$ cat config.mk
export PLATFORM = sky130hd
export DESIGN_NAME = fp_addsub_pipe
export DESIGN_NICKNAME = d
export VERILOG_FILES = /design/src/rtl/fp_addsub_pipe.sv
export SDC_FILE = /design/constraint.sdc
export NUM_CORES = 1
export LEC_CHECK = 0
export ABC_AREA = 1
export CAP_MARGIN = 15
export CORE_MARGIN = 2
export CORE_UTILIZATION = 41
export DETAILED_ROUTE_END_ITERATION = 10
export GPL_TIMING_DRIVEN = 1
export SYNTH_ARGS = -nofsm -noshare
export SYNTH_HDL_FRONTEND = slang
export SYNTH_SLANG_ARGS = --single-unit
$ cat constraint.sdc
create_clock -name clk -period 4.2 [get_ports clk]
set_input_delay 1.26 -clock clk [delete_from_list [all_inputs] [get_ports clk]]
set_output_delay 1.26 -clock clk [all_outputs]
set_load 0.02 [all_outputs]
$ cat src/rtl/fp_addsub_pipe.sv
// Pipelined floating-point adder/subtractor with configurable exponent and
// fraction widths, round-to-nearest-even, exception flags and a global
// valid/ready stall. Subnormal inputs and results flush to signed zero.
module fp_addsub_pipe #(
    parameter int EXP_W = 8,
    parameter int MAN_W = 23,
    parameter int W     = EXP_W + MAN_W + 1
) (
    input  logic         clk,
    input  logic         rst_n,
    input  logic         in_valid,
    output logic         in_ready,
    input  logic         op,
    input  logic [W-1:0] a,
    input  logic [W-1:0] b,
    output logic         out_valid,
    input  logic         out_ready,
    output logic [W-1:0] result,
    output logic [3:0]   flags
);

    localparam int SW   = MAN_W + 4;               // {1, frac, G, R, S}
    localparam int AW   = MAN_W + 5;               // SW plus carry
    localparam int LZW  = $clog2(MAN_W + 5);
    localparam int XW   = EXP_W + LZW + 2;         // signed working exponent
    localparam int EMAX = (1 << EXP_W) - 1;
    localparam logic [W-1:0] QNAN = {1'b0, {EXP_W{1'b1}}, 1'b1, {(MAN_W-1){1'b0}}};

    logic advance;
    assign advance  = !out_valid || out_ready;
    assign in_ready = advance;

    // ---------------- stage 1: unpack, classify, swap ----------------
    logic               c1_sa, c1_sb;
    logic [EXP_W-1:0]   c1_ea, c1_eb;
    logic [MAN_W-1:0]   c1_fa, c1_fb;
    logic               c1_a_zero, c1_b_zero, c1_a_inf, c1_b_inf;
    logic               c1_a_nan, c1_b_nan, c1_a_snan, c1_b_snan;
    logic [MAN_W:0]     c1_sig_a, c1_sig_b;
    logic [W-2:0]       c1_mag_a, c1_mag_b;
    logic               c1_swap;
    logic               c1_special;
    logic [W-1:0]       c1_res;
    logic [3:0]         c1_flags;

    // Decode operands, pick the larger magnitude and resolve special cases early
    always_comb begin
        c1_sa      = a[W-1];
        c1_sb      = b[W-1] ^ op;
        c1_ea      = a[W-2:MAN_W];
        c1_eb      = b[W-2:MAN_W];
        c1_fa      = a[MAN_W-1:0];
        c1_fb      = b[MAN_W-1:0];
        c1_a_zero  = (c1_ea == '0);
        c1_b_zero  = (c1_eb == '0);
        c1_a_inf   = (c1_ea == '1) && (c1_fa == '0);
        c1_b_inf   = (c1_eb == '1) && (c1_fb == '0);
        c1_a_nan   = (c1_ea == '1) && (c1_fa != '0);
        c1_b_nan   = (c1_eb == '1) && (c1_fb != '0);
        c1_a_snan  = c1_a_nan && !c1_fa[MAN_W-1];
        c1_b_snan  = c1_b_nan && !c1_fb[MAN_W-1];
        c1_sig_a   = c1_a_zero ? '0 : {1'b1, c1_fa};
        c1_sig_b   = c1_b_zero ? '0 : {1'b1, c1_fb};
        c1_mag_a   = {c1_ea, c1_a_zero ? {MAN_W{1'b0}} : c1_fa};
        c1_mag_b   = {c1_eb, c1_b_zero ? {MAN_W{1'b0}} : c1_fb};
        c1_swap    = (c1_mag_b > c1_mag_a);
        c1_special = 1'b1;
        c1_res     = '0;
        c1_flags   = '0;
        if (c1_a_nan || c1_b_nan) begin
            c1_res   = QNAN;
            c1_flags = {c1_a_snan | c1_b_snan, 3'b000};
        end else if (c1_a_inf && c1_b_inf && (c1_sa != c1_sb)) begin
            c1_res   = QNAN;
            c1_flags = 4'b1000;
        end else if (c1_a_inf) begin
            c1_res = {c1_sa, {EXP_W{1'b1}}, {MAN_W{1'b0}}};
        end else if (c1_b_inf) begin
            c1_res = {c1_sb, {EXP_W{1'b1}}, {MAN_W{1'b0}}};
        end else if (c1_a_zero && c1_b_zero) begin
            c1_res = {c1_sa & c1_sb, {(W-1){1'b0}}};
        end else begin
            c1_special = 1'b0;
        end
    end

    logic               s1_valid, s1_sign, s1_sub, s1_special;
    logic [EXP_W-1:0]   s1_exp, s1_d;
    logic [MAN_W:0]     s1_sig_big, s1_sig_small;
    logic [W-1:0]       s1_res;
    logic [3:0]         s1_flags;

    // Stage 1 register
    always_ff @(posedge clk or negedge rst_n) begin
        if (!rst_n) begin
            s1_valid     <= 1'b0;
            s1_sign      <= 1'b0;
            s1_sub       <= 1'b0;
            s1_special   <= 1'b0;
            s1_exp       <= '0;
            s1_d         <= '0;
            s1_sig_big   <= '0;
            s1_sig_small <= '0;
            s1_res       <= '0;
            s1_flags     <= '0;
        end else if (advance) begin
            s1_valid     <= in_valid;
            s1_sign      <= c1_swap ? c1_sb : c1_sa;
            s1_sub       <= c1_sa ^ c1_sb;
            s1_special   <= c1_special;
            s1_exp       <= c1_swap ? c1_eb : c1_ea;
            s1_d         <= c1_swap ? (c1_eb - c1_ea) : (c1_ea - c1_eb);
            s1_sig_big   <= c1_swap ? c1_sig_b : c1_sig_a;
            s1_sig_small <= c1_swap ? c1_sig_a : c1_sig_b;
            s1_res       <= c1_res;
            s1_flags     <= c1_flags;
        end
    end

    // ---------------- stage 2: align and add ----------------
    logic [SW-1:0] c2_small_ext, c2_mask, c2_aligned;
    logic [31:0]   c2_sh;
    logic          c2_sticky;
    logic [AW-1:0] c2_sum;

    // Right-shift the small significand with sticky collection, then add/subtract
    always_comb begin
        c2_small_ext = {s1_sig_small, 3'b000};
        c2_sh        = (32'(s1_d) >= 32'(MAN_W + 3)) ? 32'(MAN_W + 3) : 32'(s1_d);
        c2_mask      = ~({SW{1'b1}} << c2_sh);
        c2_sticky    = |(c2_small_ext & c2_mask);
        c2_aligned   = (c2_small_ext >> c2_sh) | SW'(c2_sticky);
        if (s1_sub)
            c2_sum = {1'b0, s1_sig_big, 3'b000} - {1'b0, c2_aligned};
        else
            c2_sum = {1'b0, s1_sig_big, 3'b000} + {1'b0, c2_aligned};
    end

    logic               s2_valid, s2_sign, s2_special;
    logic [EXP_W-1:0]   s2_exp;
    logic [AW-1:0]      s2_sum;
    logic [W-1:0]       s2_res;
    logic [3:0]         s2_flags;

    // Stage 2 register
    always_ff @(posedge clk or negedge rst_n) begin
        if (!rst_n) begin
            s2_valid   <= 1'b0;
            s2_sign    <= 1'b0;
            s2_special <= 1'b0;
            s2_exp     <= '0;
            s2_sum     <= '0;
            s2_res     <= '0;
            s2_flags   <= '0;
        end else if (advance) begin
            s2_valid   <= s1_valid;
            s2_sign    <= s1_sign;
            s2_special <= s1_special;
            s2_exp     <= s1_exp;
            s2_sum     <= c2_sum;
            s2_res     <= s1_res;
            s2_flags   <= s1_flags;
        end
    end

    // ---------------- stage 3: normalise ----------------
    logic [LZW-1:0] c3_lz;
    logic           c3_found;
    logic [SW-1:0]  c3_norm;
    logic [XW-1:0]  c3_exp;

    // Leading-zero count and normalising shift; exponent kept in two's complement
    always_comb begin
        c3_lz    = LZW'(SW);
        c3_found = 1'b0;
        for (int unsigned i = 0; i < SW; i++) begin
            if (!c3_found && s2_sum[SW-1-i]) begin
                c3_lz    = LZW'(i);
                c3_found = 1'b1;
            end
        end
        if (s2_sum[AW-1]) begin
            c3_norm    = s2_sum[AW-1:1];
            c3_norm[0] = s2_sum[1] | s2_sum[0];
            c3_exp     = XW'(s2_exp) + XW'(1);
        end else begin
            c3_norm = s2_sum[SW-1:0] << c3_lz;
            c3_exp  = XW'(s2_exp) - XW'(c3_lz);
        end
    end

    logic               s3_valid, s3_sign, s3_special, s3_zero;
    logic [XW-1:0]      s3_exp;
    logic [SW-1:0]      s3_sig;
    logic [W-1:0]       s3_res;
    logic [3:0]         s3_flags;

    // Stage 3 register
    always_ff @(posedge clk or negedge rst_n) begin
        if (!rst_n) begin
            s3_valid   <= 1'b0;
            s3_sign    <= 1'b0;
            s3_special <= 1'b0;
            s3_zero    <= 1'b0;
            s3_exp     <= '0;
            s3_sig     <= '0;
            s3_res     <= '0;
            s3_flags   <= '0;
        end else if (advance) begin
            s3_valid   <= s2_valid;
            s3_sign    <= s2_sign;
            s3_special <= s2_special;
            s3_zero    <= (s2_sum == '0);
            s3_exp     <= c3_exp;
            s3_sig     <= c3_norm;
            s3_res     <= s2_res;
            s3_flags   <= s2_flags;
        end
    end

    // ---------------- round and pack ----------------
    logic               c4_g, c4_r, c4_s, c4_rnd, c4_inexact, c4_ovf, c4_unf;
    logic [MAN_W+1:0]   c4_mant;
    logic [MAN_W-1:0]   c4_frac;
    logic [XW-1:0]      c4_exp;
    logic [W-1:0]       c4_res;
    logic [3:0]         c4_flags;

    // Round to nearest even, then apply specials, zero, overflow and underflow
    always_comb begin
        c4_g       = s3_sig[2];
        c4_r       = s3_sig[1];
        c4_s       = s3_sig[0];
        c4_rnd     = c4_g & (s3_sig[3] | c4_r | c4_s);
        c4_inexact = c4_g | c4_r | c4_s;
        c4_mant    = {1'b0, s3_sig[SW-1:3]} + (MAN_W+2)'(c4_rnd);
        if (c4_mant[MAN_W+1]) begin
            c4_exp  = s3_exp + XW'(1);
            c4_frac = c4_mant[MAN_W:1];
        end else begin
            c4_exp  = s3_exp;
            c4_frac = c4_mant[MAN_W-1:0];
        end
        c4_ovf = !c4_exp[XW-1] && (c4_exp >= XW'(EMAX));
        c4_unf = c4_exp[XW-1] || (c4_exp == '0);
        if (s3_special) begin
            c4_res   = s3_res;
            c4_flags = s3_flags;
        end else if (s3_zero) begin
            c4_res   = '0;
            c4_flags = '0;
        end else if (c4_ovf) begin
            c4_res   = {s3_sign, {EXP_W{1'b1}}, {MAN_W{1'b0}}};
            c4_flags = 4'b0101;
        end else if (c4_unf) begin
            c4_res   = {s3_sign, {(W-1){1'b0}}};
            c4_flags = 4'b0011;
        end else begin
            c4_res   = {s3_sign, c4_exp[EXP_W-1:0], c4_frac};
            c4_flags = {3'b000, c4_inexact};
        end
    end

    // Output register; holds while downstream stalls
    always_ff @(posedge clk or negedge rst_n) begin
        if (!rst_n) begin
            out_valid <= 1'b0;
            result    <= '0;
            flags     <= '0;
        end else if (advance) begin
            out_valid <= s3_valid;
            result    <= c4_res;
            flags     <= c4_flags;
        end
    end

endmodule

==> impl_metrics.json, run 1 <==
{
  "place_area_um2": 22000,
  "critPathArrivalTime_ns": 4.53,
  "worst_slack_ns": -0.0149,
  "worst_slew_pin_slew_ns": 0.855,
  "portBuffers": 106,
  "coreArea_um2": 43100,
  "drt_iter0_drc": 1939,
  "dieHeight_um": 213,
  "use_met1": 0.436,
  "seq_area_frac_synth": 0.276,
  "finalHoldViolCount": 0,
  "clk_pin_slew_worst_paths_ns": 0.08,
  "hp-class": "reg -> reg",
  "cts_tree": "yes",
  "numCtsBuffers": 17,
  "start_util": 0.415,
  "max_cap_viol_count": 0,
  "antenna_found_initial": 1,
  "relSlewSlack": 0.430,
  "p_per_area_nw_per_um2": 725,
  "grt_max_degree": 191,
  "seq_area_um2": 4930,
  "clock_path_buffers": 2,
  "grt_setup_unrepaired": "true",
  "crit_required_ns": 4.52,
  "route.detailed.drc": 0,
  "outcome": "finished, violations left",
  "yosys.cell_count.top_type": "nand2_1",
  "clock.fmax_mhz": 237,
  "root_buffer": "clkbuf_16",
  "place_congestion": 1.02,
  "ant_nets": 0,
  "hold_ws_ns": 0.463,
  "syn_nets": 3007,
  "grt_busiest_layer": "met2",
  "clock_skew_ns": 0.0175,
  "n_antenna_cell": 0,
  "post_drt_wl_per_cell_um": 18.8,
  "yosysWarnings": 0,
  "violations": "setup timing",
  "grt_overflow": 0,
  "syn_avg_cell_area_um2": 6.31,
  "setup_viol": 2,
  "synth-async-reset-ratio": 1.00,
  "synth_top_area_frac": 0.276,
  "grt_pass1_vias": 20114,
  "std_cell_rows": 76,
  "dp_hpwl_um": 55200,
  "post_synth_num_cell_types": 65,
  "instances_no_fill": 3908,
  "met3_usage": 0.0422,
  "grt_use_total": 0.318,
  "synth_seq_cells": 197,
  "die_area_um2": 45300,
  "htree_levels": 4,
  "io_pins": 107,
  "p_leak_nw": 12.6,
  "path_buf_inv": 4,
  "finalMaxSlewViolations": 0,
  "setup-tns-final_ns": -0.0203,
  "cp-end-kind": "flop",
  "synth_cells": 2836,
  "synthTopCellsByArea": "dfrtp_1, nand2_1, nand3_1",
  "multiInputGateArea_um2": 12200,
  "fin_area_um2": 24900,
  "die_w_um": 213,
  "area_growth_pct": 39.3,
  "via_per_inst": 5.42,
  "cts_sinks": 197,
  "synth_edf_count": 0,
  "synthesis.area_um2": 17900,
  "routed_wl_um": 73400,
  "crit_slowest_cell": "dfrtp_1",
  "period_share": 1.00,
  "hold_buffers": 0,
  "synth.largest_area_cell": "dfrtp_1",
  "pre_cts_ws_ns": -0.837,
  "drive_above_1_share": 0.243,
  "cp_top_family": "simple AND/OR/NAND/NOR gates",
  "peakVddDrop_v": 0.000406,
  "final_nets": 3481,
  "num_vias": 21187,
  "period_minus_slack_ns": 4.21,
  "grt_pass1_wl_um": 112000,
  "grtUsageMet2": 0.523,
  "fillers": 4190,
  "synth_common_cells": "nand2_1, inv_1, nand3_1",
  "critPathMaxFanout": 6,
  "critPathLaunchType": "flop",
  "numPlacedInstances": 3760,
  "crit_type": "reg -> reg",
  "synth_flop_cell": "dfrtp_1",
  "cp_slowest_stage_delay_ns": 0.40,
  "first_pass_iters": 5,
  "clk_latency_ns": 0.47
}
==> power breakdown <==
| part | switching (mW) | internal, mW | leakage, nW |
|---|---|---|---|
| sequential | 1.05 | 2.72 | 2.39 |
| combinational | 7.44 | 5.13 | 9.91 |
| clock | 0.808 | 0.922 | 0.294 |
==> cell type report <==
cell class                 count  share of cell area
sequential                   197               0.198
timing repair buffer         583               0.209
tap                          585              0.0294
clock inverter                12             0.00567
clock buffer                  20              0.0183
multi-input combinational   2176               0.489
inverter                     335              0.0512
==> routing by layer <==
metal  up-vias  part of all wire
li1      10271                 -
met1     10007              0.45
met2       760              0.46
met3       147             0.057
met4         2             0.032
met5         -           0.00016
==> what timing repair did <==
action,4_1_cts,5_1_grt
resized for setup,130,274
setup endpoints to repair,79,78
setup buffers,60,44
pin swaps,20,98
gates cloned,11,5
==> sequential cells by signal (all words and copies together) (netlist names), 3 cells and up <==
signal and count:
flags 4, result 32, s1_d 8, s1_exp 8, s1_res 3, s1_sig_big 24
s1_sig_small 24, s2_exp 8, s2_res 3, s2_sum 28, s3_exp 10, s3_res 3
s3_sig 27
==> layout by cell type, fill, tap and decap left out, drive strengths merged, types with 41 or more instances in the layout <==
cell,n
clkdlybuf4s50,89
dfrtp,197
clkbuf,41
nand3,321
a21oi,142
nor2,268
nand2,858
inv,338
buf,471
ha,98
o21ai,197
nand4,55
==> cells by family (layout without fill, tap and decap cells) <==
kind of cell,after synthesis,count (layout),share of synthesized area
and+or+nand+nor,1575,1576,0.381
buffers and inverters,464,950,0.104
AOI/OAI and AO/OA,454,454,0.145
DFF,197,197,0.276
adders and majority gates,102,102,0.0730
xor gates and xnor gates,43,43,0.0211
muxes,1,1,0.000560
==> worst paths after layout <==
path	startpoint	end	slack [ns]	cells past startpoint
worst min-delay path	s3_valid$_DFFE_PN0P_	out_valid$_DFFE_PN0P_	0.46	2
worst min register to register	s3_valid$_DFFE_PN0P_	out_valid$_DFFE_PN0P_	0.46	2
worst max-delay path	s1_d[5]$_DFFE_PN0P_	s2_sum[19]$_DFFE_PN0P_	-0.01	27
max in group asynchronous	rst_n	s1_d[2]$_DFFE_PN0P_	2.44	2
worst max register to register	s1_d[5]$_DFFE_PN0P_	s2_sum[19]$_DFFE_PN0P_	-0.01	27
min in group asynchronous	rst_n	s2_sum[21]$_DFFE_PN0P_	0.83	1
==> worst register-to-register path: cells and delay by family (launching register included) <==
family,cells,cell delay [ns]
AO/OA/AOI/OAI,11,1.33
adder cells (fa/ha/maj),2,0.57
buffers and inverters,4,0.41
flip-flops,1,0.40
AND/OR/NAND/NOR,10,1.36
==> stage by stage <==
stage | util | power, mW
floorplan | - | 10.0
global placement | 0.510 | 14.7
detailed placement | 0.510 | 14.7
CTS | 0.549 | 16.8
global route | 0.579 | 19.5
finish | 0.579 | 18.1
No activity file was read; power rests on OpenSTA's default activity.
==> inputs of run 2 (changes only) <==
--- a/config.mk
+++ b/config.mk
@@ -11,6 +11,7 @@
 export CORE_UTILIZATION = 41
 export DETAILED_ROUTE_END_ITERATION = 10
 export GPL_TIMING_DRIVEN = 1
+export RECOVER_POWER = 100
 export SYNTH_ARGS = -nofsm -noshare
 export SYNTH_HDL_FRONTEND = slang
 export SYNTH_SLANG_ARGS = --single-unit
==> impl_metrics.json, run 2 (same netlist as run 1, synthesis figures left out) <==
{
  "violations": "capacitance limit, slew limit, setup timing",
  "htree_levels": 4,
  "instances_no_fill": 3908,
  "std_cell_rows": 76,
  "max_cap_viol_count": 1,
  "clk_pin_slew_worst_paths_ns": 0.08,
  "setup-tns-final_ns": -0.00304,
  "grt_pass1_vias": 20114,
  "path_buf_inv": 4,
  "finalMaxSlewViolations": 89,
  "critPathArrivalTime_ns": 4.52,
  "r2r-end": "s2_sum[19]$_DFFE_PN0P_",
  "cp_top_family": "simple AND/OR/NAND/NOR gates",
  "io_pins": 107,
  "critPathMaxFanout": 6,
  "hold_ws_ns": 0.465,
  "antenna_found_initial": 1,
  "setup_viol": 1,
  "start_util": 0.415,
  "n_antenna_cell": 0,
  "outcome": "finished, violations left",
  "whs_endpoint": "out_valid$_DFFE_PN0P_",
  "dieHeight_um": 213,
  "clock_skew_ns": 0.0194,
  "regMostFlops": "result",
  "period_minus_slack_ns": 4.20,
  "rrSetupSlack_ns": -0.003,
  "place_congestion": 1.02,
  "cts_sinks": 197,
  "ant_nets": 0,
  "grt_max_degree": 191,
  "place_area_um2": 22000,
  "cp_slowest_stage_delay_ns": 0.40,
  "worst_slew_pin_slew_ns": 2.38,
  "final_cell_mix": "nand2_1, buf_4, inv_1",
  "grt_pass1_wl_um": 112000,
  "drive_above_1_share": 0.243,
  "root_buffer": "clkbuf_16",
  "critPathLaunchType": "flop",
  "fillers": 4193,
  "r2r-start": "s1_d[5]$_DFFE_PN0P_",
  "die_w_um": 213,
  "relSlewSlack": -0.585,
  "hp-class": "reg -> reg",
  "period_share": 1.00,
  "multiInputGateArea_um2": 12200,
  "power_switching_mw": 9.32,
  "dp_hpwl_um": 55200,
  "internal_power_mw": 8.77,
  "crit_type": "reg -> reg",
  "peakVddDrop_v": 0.000400,
  "final_common_cell": "nand2_1",
  "grt_overflow": 0,
  "clock.fmax_mhz": 238,
  "crit_slowest_cell": "dfrtp_1",
  "switching_share": 0.515,
  "routed_wl_um": 73500,
  "first_pass_iters": 6,
  "clock_path_buffers": 2,
  "final_util": 0.578,
  "p_per_area_nw_per_um2": 727,
  "fin_area_um2": 24900,
  "worstRegToRegCells": 27,
  "die_area_um2": 45300,
  "p_leak_nw": 12.6,
  "seq_area_um2": 4930,
  "p_comb_frac": 0.695,
  "drt_iter0_drc": 1935,
  "cp-startpoint": "s1_d[5]$_DFFE_PN0P_",
  "crit_required_ns": 4.52,
  "portBuffers": 106,
  "finalHoldViolCount": 0,
  "via_per_inst": 5.45,
  "route.detailed.drc": 0,
  "top_regs": "result: 32 flops, s2_sum: 28 flops, s3_sig: 27 flops",
  "min-delay-start": "s3_valid$_DFFE_PN0P_",
  "post_drt_wl_per_cell_um": 18.8,
  "num_vias": 21284,
  "grt_use_total": 0.318,
  "p_seq_frac": 0.209,
  "cp-end-kind": "flop",
  "coreArea_um2": 43100,
  "cts_tree": "yes",
  "worst_slack_ns": -0.00304,
  "area_growth_pct": 39.1,
  "grt_setup_unrepaired": "true",
  "final_nets": 3481,
  "largest_register_ffs": 32,
  "clk_latency_ns": 0.47,
  "pwr-share-clk": 0.096,
  "numCtsBuffers": 17,
  "hold_depth": 2,
  "numPlacedInstances": 3760
}
## run 2: changes by cell type in the layout (fill, tap and decap cells not counted)
cell,previous run,this run
buf_12,17,16
buf_4,416,413
clkbuf_2,16,21
clkbuf_8,3,2
## run 2: repair_timing
item | CTS | global route
pin swaps | 20 | 98
setup endpoints to repair | 79 | 78
cloned | 11 | 5
buffers inserted | 60 | 44
gates resized for setup | 130 | 274
hold buffers | 0 | 0
## run 2: metal layers
metal / part of all wire / GRT usage
met2: 0.46 / 0.523
met1: 0.45 / 0.436
met5: 0.00015 / 0
met4: 0.031 / 0.0904
met3: 0.059 / 0.0422
## run 2: layout make-up
type | count | area share
clock buffers | 20 | 0.0183
clock inverters | 12 | 0.00568
inverters | 335 | 0.0512
multi-input cells | 2176 | 0.489
flip-flops and latches | 197 | 0.198
well taps | 585 | 0.0294
repair buffers | 583 | 0.208
## run 2: power groups by stage
stage | sequential (mW) | clock [mW] | combinational [mW]
floorplan | 3.47 | 0 | 6.56
global placement | 3.74 | 0 | 10.9
detailed placement | 3.75 | 0 | 11.0
CTS | 3.73 | 1.76 | 11.4
global route | 3.85 | 1.84 | 13.8
finish | 3.77 | 1.74 | 12.6
## run 2: through the flow
stage	power, mW	setup slack, ns
after global routing	19.5	-0.234
final	18.1	-0.00304
after detailed placement	14.7	-0.837
after CTS	16.8	0.00877
after global placement	14.7	-0.822
after floorplan	10.0	0.0724
## run 2: how the worst max path moves through the flow
stage | endpoint | slack (ns) | cells after the start
final | s2_sum[19]$_DFFE_PN0P_ | -0.003 | 27
after global routing | s2_sum[25]$_DFFE_PN0P_ | -0.23 | 30
after CTS | s2_sum[26]$_DFFE_PN0P_ | 0.009 | 32
after detailed placement | s1_exp[6]$_DFFE_PN0P_ | -0.84 | 22
after global placement | s1_sig_small[7]$_DFFE_PN0P_ | -0.82 | 23
after floorplan | s1_sig_big[0]$_DFFE_PN0P_ | 0.07 | 21
## run 2: worst min-delay path, cell delays in order, from the launching register on
cell and delay, ns:
dfrtp_1 0.34, inv_1 0.05, nand2_1 0.05
==> inputs of run 3 (changes only) <==
--- a/config.mk
+++ b/config.mk
@@ -11,6 +11,7 @@
 export CORE_UTILIZATION = 41
 export DETAILED_ROUTE_END_ITERATION = 10
 export GPL_TIMING_DRIVEN = 1
+export PLACE_DENSITY = 0.6
 export RECOVER_POWER = 100
 export SYNTH_ARGS = -nofsm -noshare
 export SYNTH_HDL_FRONTEND = slang
==> results of run 3 <==
The final DEF is identical to that of run 2; final timing and power are the same.
